## src/rtl/note_seq_pkg.sv

```systemverilog
// Shared types and constants for the note sequencer: FSM states, note codes,
// ROM entry layout and the built-in 16-step tune.
package note_seq_pkg;

  localparam int unsigned ROM_DEPTH = 16;
  localparam int unsigned STEP_W    = 4;
  localparam int unsigned NOTE_W    = 3;
  localparam int unsigned KEY_N     = 8;

  typedef enum logic [1:0] {
    ST_IDLE,
    ST_LIVE,
    ST_NOTE,
    ST_GAP
  } state_e;

  localparam logic [NOTE_W-1:0] NOTE_DO4  = 3'd0;
  localparam logic [NOTE_W-1:0] NOTE_RE4  = 3'd1;
  localparam logic [NOTE_W-1:0] NOTE_MI4  = 3'd2;
  localparam logic [NOTE_W-1:0] NOTE_FA4  = 3'd3;
  localparam logic [NOTE_W-1:0] NOTE_SOL4 = 3'd4;
  localparam logic [NOTE_W-1:0] NOTE_LA4  = 3'd5;
  localparam logic [NOTE_W-1:0] NOTE_SI4  = 3'd6;
  localparam logic [NOTE_W-1:0] NOTE_DO5  = 3'd7;

  // A note lasts (beats+1) beats.
  typedef struct packed {
    logic [NOTE_W-1:0] note;
    logic [1:0]        beats;
  } rom_entry_t;

  // Listed from step 15 down to step 0.
  localparam rom_entry_t [ROM_DEPTH-1:0] DEFAULT_SONG = {
    {NOTE_DO4, 2'd3}, {NOTE_RE4, 2'd1}, {NOTE_RE4, 2'd0}, {NOTE_MI4, 2'd1},
    {NOTE_MI4, 2'd0}, {NOTE_RE4, 2'd0}, {NOTE_DO4, 2'd0}, {NOTE_DO4, 2'd0},
    {NOTE_RE4, 2'd0}, {NOTE_MI4, 2'd0}, {NOTE_FA4, 2'd0}, {NOTE_SOL4, 2'd0},
    {NOTE_SOL4, 2'd0}, {NOTE_FA4, 2'd0}, {NOTE_MI4, 2'd0}, {NOTE_MI4, 2'd0}
  };

endpackage

```

## src/rtl/note_sequencer_song_rom.sv

```systemverilog
// Combinational 16x5 tune lookup.
module song_rom
  import note_seq_pkg::*;
#(
  parameter rom_entry_t [ROM_DEPTH-1:0] SONG = DEFAULT_SONG
) (
  input  logic [STEP_W-1:0] addr_i,
  output rom_entry_t        entry_c_o
);

  assign entry_c_o = SONG[addr_i];

endmodule

```

## src/rtl/note_sequencer.sv

```systemverilog
// Live-key / tune-player arbiter driving the tone divider note select and gate.
// Define NOTE_SEQ_DEBOUNCE_EN to add a per-key debouncer after the synchronizer.
module note_sequencer
  import note_seq_pkg::*;
#(
  parameter int unsigned BEAT_DIV   = 12_500_000,
  parameter int unsigned GAP_DIV    = 1_250_000,
  parameter int unsigned SONG_LEN   = 16,
  parameter int unsigned DEB_CYCLES = 500_000,
  parameter rom_entry_t [ROM_DEPTH-1:0] SONG = DEFAULT_SONG
) (
  input  logic              clk_in,
  input  logic              rst,
  input  logic [KEY_N-1:0]  keys,
  input  logic              play,
  input  logic              stop,
  output logic [NOTE_W-1:0] scaler,
  output logic              tone_en,
  output logic              busy,
  output logic [STEP_W-1:0] step
);

  localparam int unsigned NOTE_CW = $clog2(4 * BEAT_DIV);
  localparam int unsigned GAP_CW  = $clog2(GAP_DIV);
  localparam int unsigned CNT_RAW = (NOTE_CW > GAP_CW) ? NOTE_CW : GAP_CW;
  localparam int unsigned CNT_W   = (CNT_RAW == 0) ? 1 : CNT_RAW;

  if (SONG_LEN < 1 || SONG_LEN > ROM_DEPTH || DEB_CYCLES < 1 ||
      BEAT_DIV < 1 || GAP_DIV < 1) begin : g_bad_cfg
    $error("note_sequencer: parameter out of range");
  end

  logic [KEY_N-1:0]  sync1_q, sync2_q, key_cond_c;
  logic [NOTE_W-1:0] key_idx_c;
  logic              key_any_c, play_q, play_edge_c;

  always_ff @(posedge clk_in or posedge rst) begin
    if (rst) begin
      sync1_q <= '0;
      sync2_q <= '0;
      play_q  <= 1'b0;
    end else begin
      sync1_q <= keys;
      sync2_q <= sync1_q;
      play_q  <= play;
    end
  end

`ifdef NOTE_SEQ_DEBOUNCE_EN
  localparam int unsigned DEB_W = (DEB_CYCLES > 1) ? $clog2(DEB_CYCLES) : 1;

  logic [KEY_N-1:0]            deb_q, deb_d;
  logic [KEY_N-1:0][DEB_W-1:0] deb_cnt_q, deb_cnt_d;

  // Output follows the synchronized bit only after DEB_CYCLES matching samples.
  always_comb begin
    deb_d     = deb_q;
    deb_cnt_d = deb_cnt_q;
    for (int i = 0; i < int'(KEY_N); i++) begin
      if (sync2_q[i] == deb_q[i]) begin
        deb_cnt_d[i] = '0;
      end else if (deb_cnt_q[i] == DEB_W'(DEB_CYCLES - 1)) begin
        deb_d[i]     = sync2_q[i];
        deb_cnt_d[i] = '0;
      end else begin
        deb_cnt_d[i] = deb_cnt_q[i] + DEB_W'(1);
      end
    end
  end

  always_ff @(posedge clk_in or posedge rst) begin
    if (rst) begin
      deb_q     <= '0;
      deb_cnt_q <= '0;
    end else begin
      deb_q     <= deb_d;
      deb_cnt_q <= deb_cnt_d;
    end
  end

  assign key_cond_c = deb_q;
`else
  assign key_cond_c = sync2_q;
`endif

  assign key_any_c   = |key_cond_c;
  assign play_edge_c = play & ~play_q;

  // Lowest pressed key wins.
  always_comb begin
    key_idx_c = '0;
    for (int i = int'(KEY_N) - 1; i >= 0; i--) begin
      if (key_cond_c[i]) key_idx_c = NOTE_W'(i);
    end
  end

  state_e            state_q, state_d;
  logic [CNT_W-1:0]  cnt_q, cnt_d, note_len_c;
  logic [STEP_W-1:0] step_q, step_d, rom_addr_c;
  logic [NOTE_W-1:0] scaler_q, scaler_d;
  logic              tone_en_q, tone_en_d, busy_q, busy_d, last_step_c;
  rom_entry_t        rom_c;

  // The ROM is only consulted when entering NOTE: step 0 from IDLE, step+1 from GAP.
  assign rom_addr_c  = (state_q == ST_GAP) ? step_q + STEP_W'(1) : '0;
  assign note_len_c  = CNT_W'((32'(rom_c.beats) + 32'd1) * BEAT_DIV - 32'd1);
  assign last_step_c = (step_q == STEP_W'(SONG_LEN - 1));

  song_rom #(.SONG(SONG)) u_rom (
    .addr_i    (rom_addr_c),
    .entry_c_o (rom_c)
  );

  always_comb begin
    state_d  = state_q;
    cnt_d    = cnt_q;
    step_d   = step_q;
    scaler_d = scaler_q;
    case (state_q)
      ST_IDLE: begin
        if (stop) begin
          state_d = ST_IDLE;
        end else if (key_any_c) begin
          state_d  = ST_LIVE;
          scaler_d = key_idx_c;
        end else if (play_edge_c) begin
          state_d  = ST_NOTE;
          step_d   = '0;
          cnt_d    = note_len_c;
          scaler_d = rom_c.note;
        end
      end
      ST_LIVE: begin
        if (!key_any_c) state_d = ST_IDLE;
        else            scaler_d = key_idx_c;
      end
      ST_NOTE, ST_GAP: begin
        if (stop) begin
          state_d = ST_IDLE;
          step_d  = '0;
        end else if (key_any_c) begin
          state_d  = ST_LIVE;
          step_d   = '0;
          scaler_d = key_idx_c;
        end else if (cnt_q != '0) begin
          cnt_d = cnt_q - CNT_W'(1);
        end else if (state_q == ST_NOTE) begin
          state_d = ST_GAP;
          cnt_d   = CNT_W'(GAP_DIV - 1);
        end else if (last_step_c) begin
          state_d = ST_IDLE;
          step_d  = '0;
        end else begin
          state_d  = ST_NOTE;
          step_d   = step_q + STEP_W'(1);
          cnt_d    = note_len_c;
          scaler_d = rom_c.note;
        end
      end
      default: state_d = ST_IDLE;
    endcase
    tone_en_d = (state_d == ST_LIVE) || (state_d == ST_NOTE);
    busy_d    = (state_d == ST_NOTE) || (state_d == ST_GAP);
  end

  always_ff @(posedge clk_in or posedge rst) begin
    if (rst) begin
      state_q   <= ST_IDLE;
      cnt_q     <= '0;
      step_q    <= '0;
      scaler_q  <= '0;
      tone_en_q <= 1'b0;
      busy_q    <= 1'b0;
    end else begin
      state_q   <= state_d;
      cnt_q     <= cnt_d;
      step_q    <= step_d;
      scaler_q  <= scaler_d;
      tone_en_q <= tone_en_d;
      busy_q    <= busy_d;
    end
  end

  assign scaler  = scaler_q;
  assign tone_en = tone_en_q;
  assign busy    = busy_q;
  assign step    = step_q;

endmodule

```

## config.mk

```make
export PLATFORM = sky130hd
export DESIGN_NAME = note_sequencer
export DESIGN_NICKNAME = d
export VERILOG_FILES = /design/src/rtl/note_seq_pkg.sv /design/src/rtl/note_sequencer_song_rom.sv /design/src/rtl/note_sequencer.sv
export SDC_FILE = /design/constraint.sdc
export NUM_CORES = 1
export LEC_CHECK = 0
export CORE_ASPECT_RATIO = 0.5
export CORE_MARGIN = 4
export CORE_UTILIZATION = 53
export DETAILED_ROUTE_END_ITERATION = 8
export PLACE_DENSITY_LB_ADDON = 0.1
export SLEW_MARGIN = 20
export SYNTH_ARGS = -nofsm -noshare
export SYNTH_HDL_FRONTEND = slang
export SYNTH_SLANG_ARGS = --single-unit
```

## constraint.sdc

```tcl
create_clock -name clk_in -period 3 [get_ports clk_in]
set_clock_uncertainty 0.15 [all_clocks]
set_input_delay 0.6 -clock clk_in [delete_from_list [all_inputs] [get_ports clk_in]]
set_output_delay 0.6 -clock clk_in [all_outputs]
set_load 0.02 [all_outputs]
```

==> reports/metrics.yaml <==
run_status:
  status: "complete, no violations"
drt:
  vias: 2877
  routed_wirelength_um: 8380
  drc: 0
  dr.pass1.iters: 5
  drtIter0Drc: 273
  post_drt_wl_per_cell_um: 18.7
  postRouteAntennaNets: 0
  viasPerCell: 6.44
die:
  io_pins: 21
  core_area_mm2: 0.00559
  die-area_mm2: 0.00723
  die_x_um: 116
  initial_core_util: 0.557
  rows: 19
  die_h_um: 62.2
final_layout:
  antenna_cells: 0
  nets: 398
  drive_gt1_frac: 0.142
  syn_to_final_growth_pct: 18.4
  fillCellCount: 439
synthesis:
  seq_area_frac_synth: 0.426
  ys_ff_latch: 53
  synth_edf_count: 0
  ys_async_sr_fraction: 1.00
  synthCells: 336
  synth.avg_cell_area_um2: 9.26
  syn_nets: 361
  yosysWarnings: 0
  synth_cell_type_count: 63
  ys.flop_type: "dfrtp_1"
  netlist_area_mm2: 0.00311
clocking:
  cts-root-buf: "clkbuf_16"
  clock_path_buffers: 2
  cts_tree: "built"
  clkLatencyLatePin_ns: 0.30
  clk_pin_slew_worst_paths_ns: 0.07
  cts_max_level: 2
  cts_made_buffers: 5
  post_cts_buffers: 0
  cts_hold_buffers: 0
  clock_sinks: 53
power:
  total_power_w: 0.00155
  p_per_area_mw_per_mm2: 420
  p_leak_nw: 1.59
  ir_worst_vdd_v: 0.000297
timing:
  fin_crit_ns: 2.87
  holdWs_ns: 0.200
  max_clock_freq_mhz: 348
  finalSetupViolations: 0
  worst_pin_slew_ns: 0.556
  rsz0062_at_grt: "false"
  hold_viol_final: 0
  fin_setup_tns_ns: 0
  fin_crit_sh: 0.958
  relSlewSlack: 0.626
  drv_slew: 0
worst_setup_path:
  regToRegSetupSlack_ns: 0.13
  cp.required_ns: 3.04
  critPathMaxStageDelay_ns: 0.58
  r2r_cells: 9
  path_cells: "inv_1 -> ha_1 -> or4b_4 -> or4_4 -> nor2_4 -> buf_4 -> nor2_1 -> a21o_1 -> a32o_1"
  crit_path_end_kind: "flip-flop"
  arrival_ns: 2.91
  path_class: "reg2reg"
  crit_slowest_cell: "or4_4"
  cp-endpoint: "cnt_q[5]"
  cp_max_fo: 18
  crit_start: "cnt_q[0]"
  start_kind: "flip-flop"
  rr_endpoint: "cnt_q[5]"
  regToRegStartpoint: "cnt_q[0]"
place:
  dpl.hpwl_um: 6160
  gp_congestion: 0.960
  port_buffers: 20
global_route:
  grt_pass1_vias: 2794
  gr-total-overflow: 0
  grt_first_pass_wirelength_um: 13900
  grt_usage: 0.242
  grt_max_degree: 22
  antenna_found_initial: 0
job:
  drv_cap: 0
hold_path:
  hp-class: "reg2reg"
==> metrics by stage <==
| step | instances | setup slack [ns] | utilization | instance area, µm² |
|---|---|---|---|---|
| after floorplan | 336 | 0.0432 | - | 3120 |
| after global placement | 439 | 0.205 | 0.627 | 3500 |
| after detailed placement | 439 | 0.151 | 0.627 | 3500 |
| after CTS | 447 | 0.125 | 0.658 | 3670 |
| after global routing | 447 | 0.0344 | 0.659 | 3680 |
| final | 447 | 0.126 | 0.659 | 3680 |
==> Yosys cell counts, drive strengths merged, types with 4 or more instances <==
| master | number | area [µm²] |
|---|---|---|
| a21o | 6 | 46.3 |
| a21oi | 23 | 119 |
| a31oi | 5 | 31.3 |
| buf | 8 | 52.6 |
| dfrtp | 53 | 1330 |
| ha | 13 | 163 |
| inv | 13 | 48.8 |
| mux2 | 4 | 45.0 |
| nand2 | 27 | 109 |
| nand3 | 12 | 60.1 |
| nand4 | 10 | 62.6 |
| nor2 | 33 | 131 |
| nor3 | 16 | 85.1 |
| nor4 | 12 | 105 |
| o211ai | 4 | 35.0 |
| o21ai | 30 | 150 |
| o2bb2ai | 4 | 41.3 |
| o31ai | 6 | 45.0 |
| or3 | 8 | 50.1 |
| or4 | 7 | 63.8 |
==> power breakdown <==
group / internal, W / leakage [nW] / switching [W]
logic: 0.0000466 / 0.826 / 0.0000608
clock network: 0.000400 / 0.0848 / 0.000283
registers: 0.000736 / 0.675 / 0.0000197
==> worst min path at each step <==
stage                    endpoint  cells past startpoint  slack (ns)        from
detailed placement  key_cond_c[0]                      0        0.18  sync1_q[0]
global route        key_cond_c[7]                      0        0.21  sync1_q[7]
CTS                 key_cond_c[7]                      0        0.20  sync1_q[7]
floorplan           key_cond_c[0]                      0        0.18  sync1_q[0]
finish              key_cond_c[7]                      0        0.20  sync1_q[7]
global placement    key_cond_c[3]                      0        0.18  sync1_q[3]
==> metal layers <==
layer | wire length (µm) | vias up | track usage
li1 | - | 1325 | -
met1 | 3640 | 1370 | 0.327
met2 | 3740 | 164 | 0.370
met3 | 866 | 18 | 0.0844
met4 | 140 | 0 | 0.0651
met5 | 0 | - | 0
==> cell usage in the layout (no fill, tap or decap), types with 3 or more instances in the layout <==
cell	instances
clkbuf_16	5
ha_1	13
nor2_1	32
dfrtp_1	53
a21oi_1	22
o2bb2ai_1	3
or4_1	4
or4_4	3
o21ai_0	27
inv_1	11
or2_2	3
or3_1	7
o211ai_1	3
a21o_1	5
nor3_1	15
nand4_1	10
nand3_1	12
o31ai_1	6
mux2_1	3
nand2_1	26
a31oi_1	5
buf_4	21
clkdlybuf4s50_1	20
nor4_1	10
==> cells by family after synthesis <==
group           synth area share
buf+inv                   0.0362
simple gates               0.253
compound gates             0.206
mux                       0.0177
flops                      0.426
xor+xnor                 0.00845
fa+ha+maj                 0.0523
==> worst max-delay path: cells and delay by family, from the launching register on <==
kind	cells	cell delay (ns)
compound gates	2	0.36
flops	1	0.44
simple gates	4	1.31
buf+inv	2	0.37
fa+ha+maj	1	0.14
==> what timing repair did <==
action / in CTS / in global routing
endpoints found under the hold margin: 0 / 0
resized for setup: 0 / 2
setup endpoints to repair: 0 / 1
==> registers in the layout (all words and copies together), names as in the netlist <==
name	flops
key_cond_c	8
cnt_q	26
state_q	1
play_q	1
scaler	3
busy	1
sync1_q	8
step	4
tone_en	1
==> cell type report <==
class                           instances  area, µm²  share of cell area
Multi-Input combinational cell        259       1690               0.458
Sequential cell                        53       1330               0.360
Timing Repair Buffer                   41        358              0.0972
Clock buffer                            5        125              0.0340
Tap cell                               73       91.3              0.0248
Inverter                               13       48.8              0.0133
Clock inverter                          3       47.5              0.0129
No activity file was read; power rests on OpenSTA's default activity.
